$ cat config.mk
export PLATFORM = sky130hd
export DESIGN_NAME = sig16b_to_double
export DESIGN_NICKNAME = d
export VERILOG_FILES = /design/src/rtl/sig16b_to_double.sv
export SDC_FILE = /design/constraint.sdc
export NUM_CORES = 1
export LEC_CHECK = 0
export ABC_AREA = 1
export BUFFER_PORTS_ARGS = -buffer_cell sky130_fd_sc_hd__buf_2
export CORE_MARGIN = 1.5
export CORE_UTILIZATION = 52
export CTS_CLUSTER_DIAMETER = 120
export DETAILED_ROUTE_END_ITERATION = 8
export HOLD_SLACK_MARGIN = 0.1
export PLACE_DENSITY = 0.76
export SLEW_MARGIN = 20
export SYNTH_ARGS = -nofsm -noshare
export SYNTH_HDL_FRONTEND = slang
export SYNTH_SLANG_ARGS = --single-unit
$ cat constraint.sdc
create_clock -name clk_sampling -period 1.8 [get_ports clk_sampling]
set_clock_uncertainty 0.05 [all_clocks]
set_input_delay 0.18 -clock clk_sampling [delete_from_list [all_inputs] [get_ports clk_sampling]]
set_output_delay 0.18 -clock clk_sampling [all_outputs]
set_load 0.05 [all_outputs]
$ cat src/rtl/sig16b_to_double.sv
// rtl/sig16b_to_double.sv - sign-magnitude 16-bit sample to IEEE-754 double converter
//
// Purpose:
//   Accepts one 16-bit sign-magnitude sample (bit 15 sign, bits 14:0 integer
//   magnitude) and produces the exactly equal IEEE-754 double. Normalisation
//   shifts the magnitude left by one bit per clock until bit 14 is set, so a
//   single shifter replaces a priority encoder.
//
// Ports:
//   clk_sampling  in   1   sample-domain clock, rising edge
//   rst           in   1   asynchronous active-high reset
//   enable        in   1   sample strobe, accepted only while busy=0
//   sig16b        in  16   sign-magnitude sample, captured on the accepting edge
//   double        out 64   IEEE-754 result, held until the next result
//   valid         out  1   one-cycle pulse, double is new in this cycle
//   busy          out  1   high while a conversion is in progress

module sig16b_to_double #(
    parameter int MSB_EXP = 14
) (
    input  logic        clk_sampling,
    input  logic        rst,
    input  logic        enable,
    input  logic [15:0] sig16b,
    output logic [63:0] double,
    output logic        valid,
    output logic        busy
);

    typedef enum logic {
        IDLE = 1'b0,
        NORM = 1'b1
    } state_t;

    state_t             state_q, state_d;
    logic        [14:0] mag_q, mag_d;
    logic               sign_q, sign_d;
    // Unbiased exponent of magnitude bit 14; 11 bits signed covers any
    // MSB_EXP whose field 1023+cnt still fits the 11-bit exponent.
    logic signed [10:0] cnt_q, cnt_d;
    logic        [63:0] double_q, double_d;
    logic               valid_q, valid_d;
    logic        [10:0] exp_field;

    assign exp_field = 11'd1023 + cnt_q;

    always_comb begin
        state_d  = state_q;
        mag_d    = mag_q;
        sign_d   = sign_q;
        cnt_d    = cnt_q;
        double_d = double_q;
        valid_d  = 1'b0;

        case (state_q)
            IDLE: begin
                if (enable) begin
                    sign_d  = sig16b[15];
                    mag_d   = sig16b[14:0];
                    cnt_d   = 11'(MSB_EXP);
                    state_d = NORM;
                end
            end
            NORM: begin
                if (mag_q == 15'd0) begin
                    // Zero magnitude has no leading one: emit signed zero.
                    double_d = {sign_q, 63'd0};
                    valid_d  = 1'b1;
                    state_d  = IDLE;
                end else if (mag_q[14]) begin
                    // Bit 14 is the hidden one; 14 bits below it are exact.
                    double_d = {sign_q, exp_field, mag_q[13:0], 38'd0};
                    valid_d  = 1'b1;
                    state_d  = IDLE;
                end else begin
                    mag_d = {mag_q[13:0], 1'b0};
                    cnt_d = cnt_q - 11'sd1;
                end
            end
            default: state_d = IDLE;
        endcase
    end

    always_ff @(posedge clk_sampling or posedge rst) begin
        if (rst) begin
            state_q  <= IDLE;
            mag_q    <= '0;
            sign_q   <= 1'b0;
            cnt_q    <= '0;
            double_q <= '0;
            valid_q  <= 1'b0;
        end else begin
            state_q  <= state_d;
            mag_q    <= mag_d;
            sign_q   <= sign_d;
            cnt_q    <= cnt_d;
            double_q <= double_d;
            valid_q  <= valid_d;
        end
    end

    assign double = double_q;
    assign valid  = valid_q;
    assign busy   = (state_q == NORM);

endmodule

Yosys cells after proc, flatten, opt, wreduce, memory -nomap -nowiden --
Index checks and enable logic that the tools add are counted.
Storage, ports and cells: bits in registers 93, word-level logic and storage cells 36
Cells by class: add/sub/neg operators 2, equal/unequal tests 3, multiplexer cells 17, bitwise logic cells 1, reductions and logical operators 6
Operator list (count):
- 2-to-1 mux 64 bit | 2
- 2-to-1 mux 15 bit | 3
- 2-to-1 mux 11 bit | 3
- one-hot mux 15 bit (2 select lines) | 1
- one-hot mux 11 bit (2 select lines) | 1
- logical NOT 15 bit | 1
- adder 10 x 11 -> 11 bit (first input constant) | 1
- subtractor 11 x 2 -> 11 bit (second input constant) | 1
- 2-to-1 mux 1 bit | 6
- inequality test 2 bit (second input constant) | 3
- AND reduction 2 bit | 3
- AND reduction 3 bit | 1
- one-hot mux 1 bit (2 select lines) | 1
- nonzero test 2 bit | 1
- inverter 1 bit | 1

Depth between registers and ports, before layout --
Gate-level depths: netlist (run 1).
depth in word-level cells 4, gate-level depth with buffers 9

Worst setup path after synthesis (run 1) --
Ideal clock, no wire load.
path type reg2reg, start point register state_q, in the netlist busy, end point register double_q[38], in the netlist double[38], arrival time 1.455 ns, data required time 1.684 ns, setup slack 0.230 ns, stages on the path, launching flop included 6, path buffers 1, clock period less this slack 1.570 ns, cell sequence dfrtp_1 > nand2_1 > inv_1 > clkbuf_1 > nand2_1 > nand2_1
On the way: word-level cells in the longest chain between the ends 1
RTL lines:
- start: declaration | RTL line 35 | state_t state_q, state_d;
- start signal: assignment | RTL line 93 | state_q <= state_d;
- AND reduction 2 bit (no line)
- end signal: assignment | RTL line 97 | double_q <= double_d;
- end: declaration | RTL line 41 | logic [63:0] double_q, double_d;
No other way between the ends. A chain may end at the register's enable or synchronous reset.

Final worst setup path (run 1) --
start point register state_q, in the netlist busy, end point register mag_q[9]
On the way: word-level cells in the longest chain between the ends 3
RTL lines:
- inverter 1 bit (no line)
- inequality test 2 bit (no line)
- AND reduction 3 bit (no line)
- end signal: assignment | RTL line 94 | mag_q <= mag_d;
- end: declaration | RTL line 36 | logic [14:0] mag_q, mag_d;
Several ways; a longest one is shown, not always the timed one.

==> results by group, run 1 <==
Cells and area
  • Ant. Diodes: 0
  • Post-route insts no fill: 514
  • FILL cells: 524
  • Layout area overhead: 10.08%
  • Share of cells above drive strength 1: 0.1584
  • Nets@finish: 462

Routing
  • 1st-iter DRT viols: 269
  • Routed WL per cell: 11.76 um
  • Total Routed Length: 6.046 mm
  • Vias per Instance: 4.765
  • Drt drc: 0
  • Via count: 2449
  • First drt pass iteration count: 4
  • Final ANT Viol Nets: 0

Critical path
  • Crit path DAT: 1.79 ns
  • Crit path required time: 1.95 ns
  • Crit-path max FO: 27
  • Startpoint types: flop
  • Crit Path Category: flop to flop
  • Crit path capture type: flop

Logic synthesis
  • Syn avg cell area: 7.482 um2
  • Post-synth EDFFs: 0
  • Post-synthesis cell type count: 22
  • Largest cells by area after synthesis: dfrtp_1 47%, nand2_1 22%, buf_4 11%
  • Top FF cell, synth: dfrtp_1
  • Synth top area share: 0.4681
  • Synth Instances: 393
  • Synth Register Bits: 55
  • Synth async-reset ratio: 1.000
  • Post-Syn Area: 2940 um2
  • Post-synthesis cell type with the largest combined area: dfrtp_1
  • Post-synthesis sequential area ratio: 0.4681
  • Post-synth top cells: 173 x nand2_1, 55 x dfrtp_1, 42 x buf_4
  • Yosys warns: 0
  • Top-count cell post-synth: nand2_1

Floorplanning
  • Top Ports: 85
  • FP Rows: 27
  • DIE HEIGHT: 78.20 um
  • Initial core utilization: 0.5373
  • Die W: 78.20 um
  • Die area: 6114 um2
  • Core area: 5473 um2

Clock network
  • CTS tree: built
  • H-tree levels: 2
  • Post-CTS Setup Inserts: 0
  • Clk_lat worst skew: 0.31 ns
  • TritonCTS Sinks: 55
  • Clock-pin transition on the worst setup and hold timing paths: 0.10 ns
  • CTS Buf Count: 5
  • Root Buffer: clkbuf_8
  • Max Root-Sink Buffers: 2

GRT
  • Global-route wire length before repair: 10.45 mm
  • Initial antenna violation count: 0
  • Vias in the first global route: 2287
  • GRT Overall Usage: 0.2173
  • Grt ovf: 0
  • Largest net degree at the start of global routing: 56

Placed design
  • Placer Congestion: 0.8877
  • Detailed Place HPWL: 4.262 mm
  • Port bufs: 46
  • # placed instances: 504

STA
  • Setup TNS: 0 ns
  • Rel. slew slack: 0.6666
  • Final period util: 0.9076
  • Unrepaired setup endpoints after global routing: no
  • Final Max Slew Viols: 0
  • Minimum clock period: 1.634 ns
  • Hold_ws: 0.1407 ns
  • Setup Viol. Count Final: 0
  • Hold Vio Cnt, Final: 0
  • Worst Tran Pin Value: 0.4994 ns
  • F_max: 0.6121 GHz

Power and ir drop
  • Peak VDD IR: 0.001194 V
  • Lkg Pwr: 1.937 nW
  • PD cells: 1994 nW/um2

Flow run
  • MaxCap Viol Count: 0

Run status
  • Outcome: completed

Worst hold path
  • Hold Path Class: input port to flop
==> worst max-delay path, stage by stage (launching register included) <==
cell and delay (ns):
dfrtp_1 0.52, nor2_1 0.15, inv_2 0.40, nand2_4 0.23, nand2_1 0.12, nand2_1 0.05
==> placed cells by master (no fill, tap or decap), types with 3 or more instances in the layout <==
cell type,n
clkbuf_8,5
nor2_1,17
dlygate4sd3_1,3
conb_1,38
o21ai_0,15
nand3_1,36
dfrtp_1,55
buf_4,5
inv_1,28
nand2_1,173
or2_2,4
buf_2,46
==> final cells by class <==
class,count,area (um2),share of cell area
inverters,31,120.1,0.03711
well taps,72,90.09,0.02783
flip-flops and latches,55,1376,0.4252
multi-input cells,294,1230,0.3800
clock buffers,6,72.57,0.02242
clock inverters,1,30.03,0.009277
repair buffers,55,317.8,0.09818
==> sequential cells by signal, summed over array words and instances (netlist names) <==
signal,cells
sign_q,1
busy,1
mag_q,15
cnt_q,11
valid,1
double,26
==> report_power, final <==
| part | internal (W) | switching [W] |
|---|---|---|
| Combinational | 0.000896 | 0.00257 |
| Sequential | 0.00176 | 0.000425 |
| Clock | 0.000409 | 0.000392 |
| Total | 0.00307 | 0.00339 |
==> repair_timing <==
action / 4_1_cts / 5_1_grt
setup endpoints to repair: 0 / 4
hold endpoints to repair: 57 / 0
hold buffers: 3 / 0
resized for setup: 0 / 1
==> logic make-up (layout without fill, tap and decap cells) <==
group / count (synthesis) / in the layout / synth area share
AO/OA/AOI/OAI: 16 / 16 / 0.02766
buffers and inverters: 81 / 93 / 0.1608
AND/OR/NAND/NOR: 236 / 236 / 0.3289
flip-flops: 55 / 55 / 0.4681
XOR/XNOR: 3 / 3 / 0.008938
adder cells (fa/ha/maj): 1 / 1 / 0.004255
other: 1 / 38 / 0.001275
==> stage by stage <==
| stage | utilization | total power (W) | setup WS, ns | instance area, um2 |
|---|---|---|---|---|
| finish | 0.5914 | 0.006453 | 0.1662 | 3237 |
| global route | 0.5914 | 0.006961 | 0.03192 | 3237 |
| CTS | 0.5908 | 0.006462 | 0.1375 | 3233 |
| detailed placement | 0.5665 | 0.005651 | 0.1660 | 3100 |
| global placement | 0.5665 | 0.005551 | 0.2534 | 3100 |
| floorplan | - | 0.004945 | 0.2271 | 3079 |
==> worst paths after layout <==
path / slack [ns] / to / from / cells past startpoint
max in group asynchronous: 1.06 / double[40] / rst / 4
min reg2reg: 0.42 / double[42] / double[42] / 2
min: 0.14 / mag_q[3] / sig16b[3] / 5
max reg2reg: 0.17 / mag_q[9] / busy / 5
min in group asynchronous: 0.41 / double[49] / rst / 4
max: 0.17 / mag_q[9] / busy / 5
==> layer usage <==
metal	vias to the layer above	GRT usage	share of wire
li1	1217	-	-
met1	1121	0.3023	0.47
met2	105	0.3443	0.45
met3	6	0.03488	0.064
met4	0	0.07857	0.014
met5	-	0	0
Note: power is estimated with default switching activity, not from simulation.
==> run 2: changes to the inputs <==
--- a/config.mk
+++ b/config.mk
@@ -5,14 +5,13 @@
 export SDC_FILE = /design/constraint.sdc
 export NUM_CORES = 1
 export LEC_CHECK = 0
-export ABC_AREA = 1
 export BUFFER_PORTS_ARGS = -buffer_cell sky130_fd_sc_hd__buf_2
 export CORE_MARGIN = 1.5
-export CORE_UTILIZATION = 52
+export CORE_UTILIZATION = 46
 export CTS_CLUSTER_DIAMETER = 120
 export DETAILED_ROUTE_END_ITERATION = 8
 export HOLD_SLACK_MARGIN = 0.1
-export PLACE_DENSITY = 0.76
+export PLACE_DENSITY = 0.72
 export SLEW_MARGIN = 20
 export SYNTH_ARGS = -nofsm -noshare
 export SYNTH_HDL_FRONTEND = slang
==> constraint.sdc (replaced) <==
create_clock -name clk_sampling -period 1.5 [get_ports clk_sampling]
set_clock_uncertainty 0.05 [all_clocks]
set_input_delay 0.15 -clock clk_sampling [delete_from_list [all_inputs] [get_ports clk_sampling]]
set_output_delay 0.15 -clock clk_sampling [all_outputs]
set_load 0.05 [all_outputs]
==> results by group, run 2 <==
Cells and area
  • Post-route insts no fill: 416
  • Layout area overhead: 37.54%
  • Most frequent cells in the layout: 54 x dfrtp_1, 46 x buf_2, 43 x buf_4, 38 x conb_1, 18 x a22o_1
  • Final Util: 0.6662
  • Share of cells above drive strength 1: 0.4477
  • Ant. Diodes: 0
  • Max FFs per register: 26
  • Final instance area: 3736 um2
  • Commonest non-fill, non-tap cell in the layout: dfrtp_1
  • Nets@finish: 363

STA
  • Worst Tran Pin Value: 0.7435 ns
  • Minimum clock period: 2.094 ns
  • Unrepaired setup endpoints after global routing: yes
  • Setup Viol. Count Final: 53
  • F_max: 0.4776 GHz
  • Hold_ws: 0.1750 ns
  • Crit path setup slack, layout: -0.5939 ns
  • Final Max Slew Viols: 0
  • Final period util: 1.396
  • Hold Vio Cnt, Final: 0
  • Rel. slew slack: 0.5043

Logic synthesis
  • Syn avg cell area: 11.61 um2
  • Yosys warns: 0
  • Synth Register Bits: 55
  • Synth async-reset ratio: 1.000
  • Top-count cell post-synth: dfrtp_1
  • Post-synthesis sequential area ratio: 0.5067
  • Largest cells by area after synthesis: dfrtp_1 51%, buf_4 11%, a22o_1 5.8%
  • Post-Syn Area: 2716 um2
  • Synth Instances: 234
  • Post-synth EDFFs: 0
  • Post-synthesis cell type with the largest combined area: dfrtp_1
  • Top FF cell, synth: dfrtp_1
  • Post-synth top cells: 55 x dfrtp_1, 38 x buf_4, 18 x a22o_1
  • Post-synthesis cell type count: 40
  • Synth top area share: 0.5067

Critical path
  • Bufs and invs on worst path: 1
  • Crit Path Category: flop to flop
  • Crit-path cells: or4_4, o41a_1, buf_6, nand2b_1, o221a_2
  • Crit path required time: 1.70 ns
  • CP max-delay cell: or4_4
  • Crit path capture type: flop
  • Worst stage delay on the critical path: 0.56 ns
  • CP delay by family, top: compound AO/OA/AOI/OAI gates
  • Crit path DAT: 2.30 ns
  • Crit-path max FO: 7
  • Critical Path Start: mag_q[10]
  • R2r startpoint: mag_q[10]
  • Startpoint types: flop

Clock network
  • CTS Buf Count: 5
  • Max Root-Sink Buffers: 2
  • H-tree levels: 2
  • Clock-pin transition on the worst setup and hold timing paths: 0.09 ns
  • CTS tree: built
  • Clk_lat worst skew: 0.31 ns
  • Root Buffer: clkbuf_8
  • TritonCTS Sinks: 55

Power and ir drop
  • Final total power: 0.007724 W
  • Part of the power in registers: 0.317
  • Clock network fraction of design power: 0.102
  • PD cells: 2067 nW/um2
  • Sw Pwr: 0.003474 W
  • Peak VDD IR: 0.001163 V
  • Lkg Pwr: 1.762 nW
  • Pint: 0.004251 W
  • Comb pwr share: 0.581
  • Sw Ratio: 0.4497

Floorplanning
  • Initial core utilization: 0.4844
  • Die W: 79.85 um
  • Top Ports: 85
  • DIE HEIGHT: 79.85 um
  • FP Rows: 27
  • Core area: 5608 um2
  • Die area: 6375 um2

Routing
  • First drt pass iteration count: 4
  • Total Routed Length: 6.103 mm
  • Routed WL per cell: 14.67 um
  • Final ANT Viol Nets: 0
  • 1st-iter DRT viols: 98
  • Via count: 2056
  • Vias per Instance: 4.942
  • Drt drc: 0

Placed design
  • Placer Congestion: 0.7782
  • Post-DP Area: 3248 um2
  • Detailed Place HPWL: 4.192 mm
  • # placed instances: 385
  • Port bufs: 46

Flow run
  • MaxCap Viol Count: 0

GRT
  • Vias in the first global route: 1914
  • Grt ovf: 0
  • Global-route wire length before repair: 9.425 mm
  • Largest net degree at the start of global routing: 35
  • Initial antenna violation count: 0
  • GRT Overall Usage: 0.1949

Worst hold path
  • Hold Path Class: input port to flop
  • Hold path startpoint: sig16b[14]

Run status
  • Failing checks: setup timing
  • Outcome: complete, but fails checks
-- run 2: area by class of cell --
type                            instances  area, um2
Inverter                                4      18.77
Tap cell                               72      90.09
Multi-Input combinational cell        162       1316
Timing Repair Buffer                  115      852.1
Clock inverter                          1      5.005
Sequential cell                        55       1378
Fill cell                             452       1872
Clock buffer                            7      76.32
-- run 2: logic make-up after synthesis --
logic type | after synthesis | synth area share
multiplexers | 5 | 0.02027
AND/OR/NAND/NOR | 51 | 0.1216
buffers and inverters | 54 | 0.1368
flip-flops | 55 | 0.5067
XOR/XNOR | 9 | 0.02902
other | 1 | 0.001381
AO/OA/AOI/OAI | 58 | 0.1796
adder cells (fa/ha/maj) | 1 | 0.004605
-- run 2: layer usage --
metal / share of wire / wire length (um) / track usage
met5: 0 / 0 / 0
met1: 0.47 / 2879 / 0.2708
met3: 0.045 / 277 / 0.04571
met4: 0.016 / 96 / 0.07759
met2: 0.47 / 2849 / 0.2932
-- run 2: timing repair --
item / CTS / global route
endpoints found under the setup margin: 53 / 53
setup buffers: 2 / 3
pin swaps: 8 / 20
resized for setup: 11 / 22
endpoints found under the hold margin: 70 / 0
hold buffers: 16 / 0
cloned: 0 / 2
-- run 2: power by group through the flow --
stage | Sequential (W) | Clock [W] | Combinational [W]
floorplan | 0.00362 | 0 | 0.00168
global placement | 0.00244 | 0 | 0.00394
detailed placement | 0.00245 | 0 | 0.00399
CTS | 0.00243 | 0.000830 | 0.00415
global route | 0.00251 | 0.000877 | 0.00475
finish | 0.00245 | 0.000790 | 0.00449
-- run 2: worst reg2reg max path, stage by stage, from the launching register on --
cell and delay, ns:
dfrtp_1 0.40, or4_4 0.56, o41a_1 0.55, buf_6 0.20
nand2b_1 0.10, o221a_2 0.18
-- run 2: worst paths after layout --
check                           slack [ns]    endpoint  cells after the start
worst min register to register        0.45      sign_q                      2
worst max register to register       -0.59   mag_q[11]                      5
min in group asynchronous             0.38  double[46]                      4
worst max-delay path                 -0.59   mag_q[11]                      5
max in group asynchronous             0.63        busy                      4
worst min-delay path                  0.18   mag_q[14]                      3
-- run 2: stage by stage --
| step | TNS [ns] | worst slack, ns |
|---|---|---|
| after floorplan | -22.97 | -0.5188 |
| after global placement | -24.92 | -0.5363 |
| after detailed placement | -26.10 | -0.5481 |
| after CTS | -25.45 | -0.5402 |
| after global routing | -32.24 | -0.6747 |
| final | -27.71 | -0.5939 |
==> run 3: changes to the inputs <==
--- a/config.mk
+++ b/config.mk
@@ -6,12 +6,13 @@
 export NUM_CORES = 1
 export LEC_CHECK = 0
 export BUFFER_PORTS_ARGS = -buffer_cell sky130_fd_sc_hd__buf_2
+export CAP_MARGIN = 10
 export CORE_MARGIN = 1.5
 export CORE_UTILIZATION = 46
 export CTS_CLUSTER_DIAMETER = 120
 export DETAILED_ROUTE_END_ITERATION = 8
 export HOLD_SLACK_MARGIN = 0.1
-export PLACE_DENSITY = 0.72
+export PLACE_DENSITY = 0.76
 export SLEW_MARGIN = 20
 export SYNTH_ARGS = -nofsm -noshare
 export SYNTH_HDL_FRONTEND = slang
==> results by group, run 3 (synthesized netlist as in run 2, its figures left out) <==
Floorplanning
  • Core area: 5608 um2
  • DIE HEIGHT: 79.85 um
  • Die W: 79.85 um
  • Die area: 6375 um2
  • Top Ports: 85
  • Initial core utilization: 0.4844
  • FP Rows: 27

Clock network
  • Clock-pin transition on the worst setup and hold timing paths: 0.09 ns
  • TritonCTS Sinks: 55
  • CTS Buf Count: 5
  • Max Root-Sink Buffers: 2
  • H-tree levels: 2
  • Root Buffer: clkbuf_8
  • Clk_lat worst skew: 0.30 ns
  • CTS tree: built

Cells and area
  • Share of cells above drive strength 1: 0.4218
  • Layout area overhead: 33.35%
  • Nets@finish: 359
  • FILL cells: 439
  • Commonest non-fill, non-tap cell in the layout: dfrtp_1
  • Max FFs per register: 26
  • Final instance area: 3622 um2
  • Most frequent cells in the layout: 54 x dfrtp_1, 47 x buf_2, 40 x buf_4, 38 x conb_1, 18 x a22o_1
  • Ant. Diodes: 0

GRT
  • Grt ovf: 0
  • GRT Overall Usage: 0.1930
  • Initial antenna violation count: 0
  • Global-route wire length before repair: 9.563 mm
  • Largest net degree at the start of global routing: 56
  • Vias in the first global route: 1968

Routing
  • Drt drc: 0
  • 1st-iter DRT viols: 89
  • Vias per Instance: 5.068
  • First drt pass iteration count: 5
  • Total Routed Length: 6.145 mm
  • Final ANT Viol Nets: 0
  • Via count: 2083
  • Routed WL per cell: 14.95 um

Power and ir drop
  • Final total power: 0.007473 W
  • Peak VDD IR: 0.001179 V
  • Lkg Pwr: 1.718 nW
  • PD cells: 2063 nW/um2

STA
  • Minimum clock period: 2.057 ns
  • Crit path setup slack, layout: -0.5575 ns
  • Final Max Slew Viols: 0
  • Hold_ws: 0.09959 ns
  • Worst Tran Pin Value: 0.7669 ns
  • Final period util: 1.372
  • Setup Viol. Count Final: 53
  • Rel. slew slack: 0.4887
  • F_max: 0.4860 GHz
  • Hold Vio Cnt, Final: 0
  • Unrepaired setup endpoints after global routing: yes

Run status
  • Outcome: complete, but fails checks
  • Failing checks: setup timing

Placed design
  • Port bufs: 46
  • Detailed Place HPWL: 4.109 mm
  • Dpl ws: -0.5496 ns
  • Placer Congestion: 0.8516
  • Post-DP Area: 3276 um2

Critical path
  • Crit path DAT: 2.25 ns
  • Crit Path Category: flop to flop
  • Crit path required time: 1.69 ns
  • Crit path capture type: flop
  • Crit-path max FO: 9
  • Startpoint types: flop

Worst hold path
  • Hold Path Class: input port to flop

Flow run
  • MaxCap Viol Count: 0
run 3: layer usage:
metal / part of all wire / track usage / vias to the layer above
met2: 0.48 / 0.3178 / 66
met3: 0.047 / 0.03543 / 4
met1: 0.47 / 0.2657 / 1031
li1: - / - / 982
met5: 0 / 0 / -
met4: 0.0068 / 0.04138 / 0
run 3: what timing repair did:
action                                 4_1_cts  5_1_grt
hold buffers                                15        0
pin swaps                                    2        3
setup buffers                                1        0
cloned                                       0        1
setup endpoints to repair                   53       53
gates resized for setup                      5       15
endpoints found under the hold margin       69        0
run 3: cell type report:
| type | instances | area (um2) | share of cell area |
|---|---|---|---|
| inverters | 4 | 18.77 | 0.005181 |
| flip-flops and latches | 55 | 1378 | 0.3803 |
| clock buffers | 7 | 76.32 | 0.02107 |
| well taps | 72 | 90.09 | 0.02487 |
| multi-input cells | 162 | 1255 | 0.3465 |
| repair buffers | 111 | 804.5 | 0.2221 |
run 3: power breakdown:
part | leakage [nW] | internal [W] | switching (W)
registers | 0.660 | 0.00208 | 0.000350
clock network | 0.0383 | 0.000323 | 0.000441
logic | 1.02 | 0.00169 | 0.00259
run 3: per-stage QoR:
| step | util | setup TNS (ns) | cells |
|---|---|---|---|
| global route | 0.6459 | -28.57 | 411 |
| CTS | 0.6307 | -25.72 | 410 |
| global placement | 0.5841 | -25.34 | 387 |
| detailed placement | 0.5841 | -26.08 | 387 |
| finish | 0.6459 | -25.37 | 411 |
| floorplan | - | -22.97 | 271 |
run 3: path summary, 6_finish.rpt:
path | cells past startpoint | slack [ns] | startpoint | end
min in group asynchronous | 4 | 0.41 | rst | double[46]
max | 5 | -0.56 | mag_q[12] | mag_q[9]
max reg2reg | 5 | -0.56 | mag_q[12] | mag_q[9]
min reg2reg | 1 | 0.45 | double[59] | double[59]
max in group asynchronous | 4 | 0.74 | rst | busy
min | 2 | 0.1 | sig16b[1] | mag_q[1]
run 3: critical path: stages, from the launching register on:
cell      delay, ns
dfrtp_1        0.39
or4_4          0.57
o41a_4         0.55
buf_6          0.16
nand2b_1       0.11
o221a_4        0.17
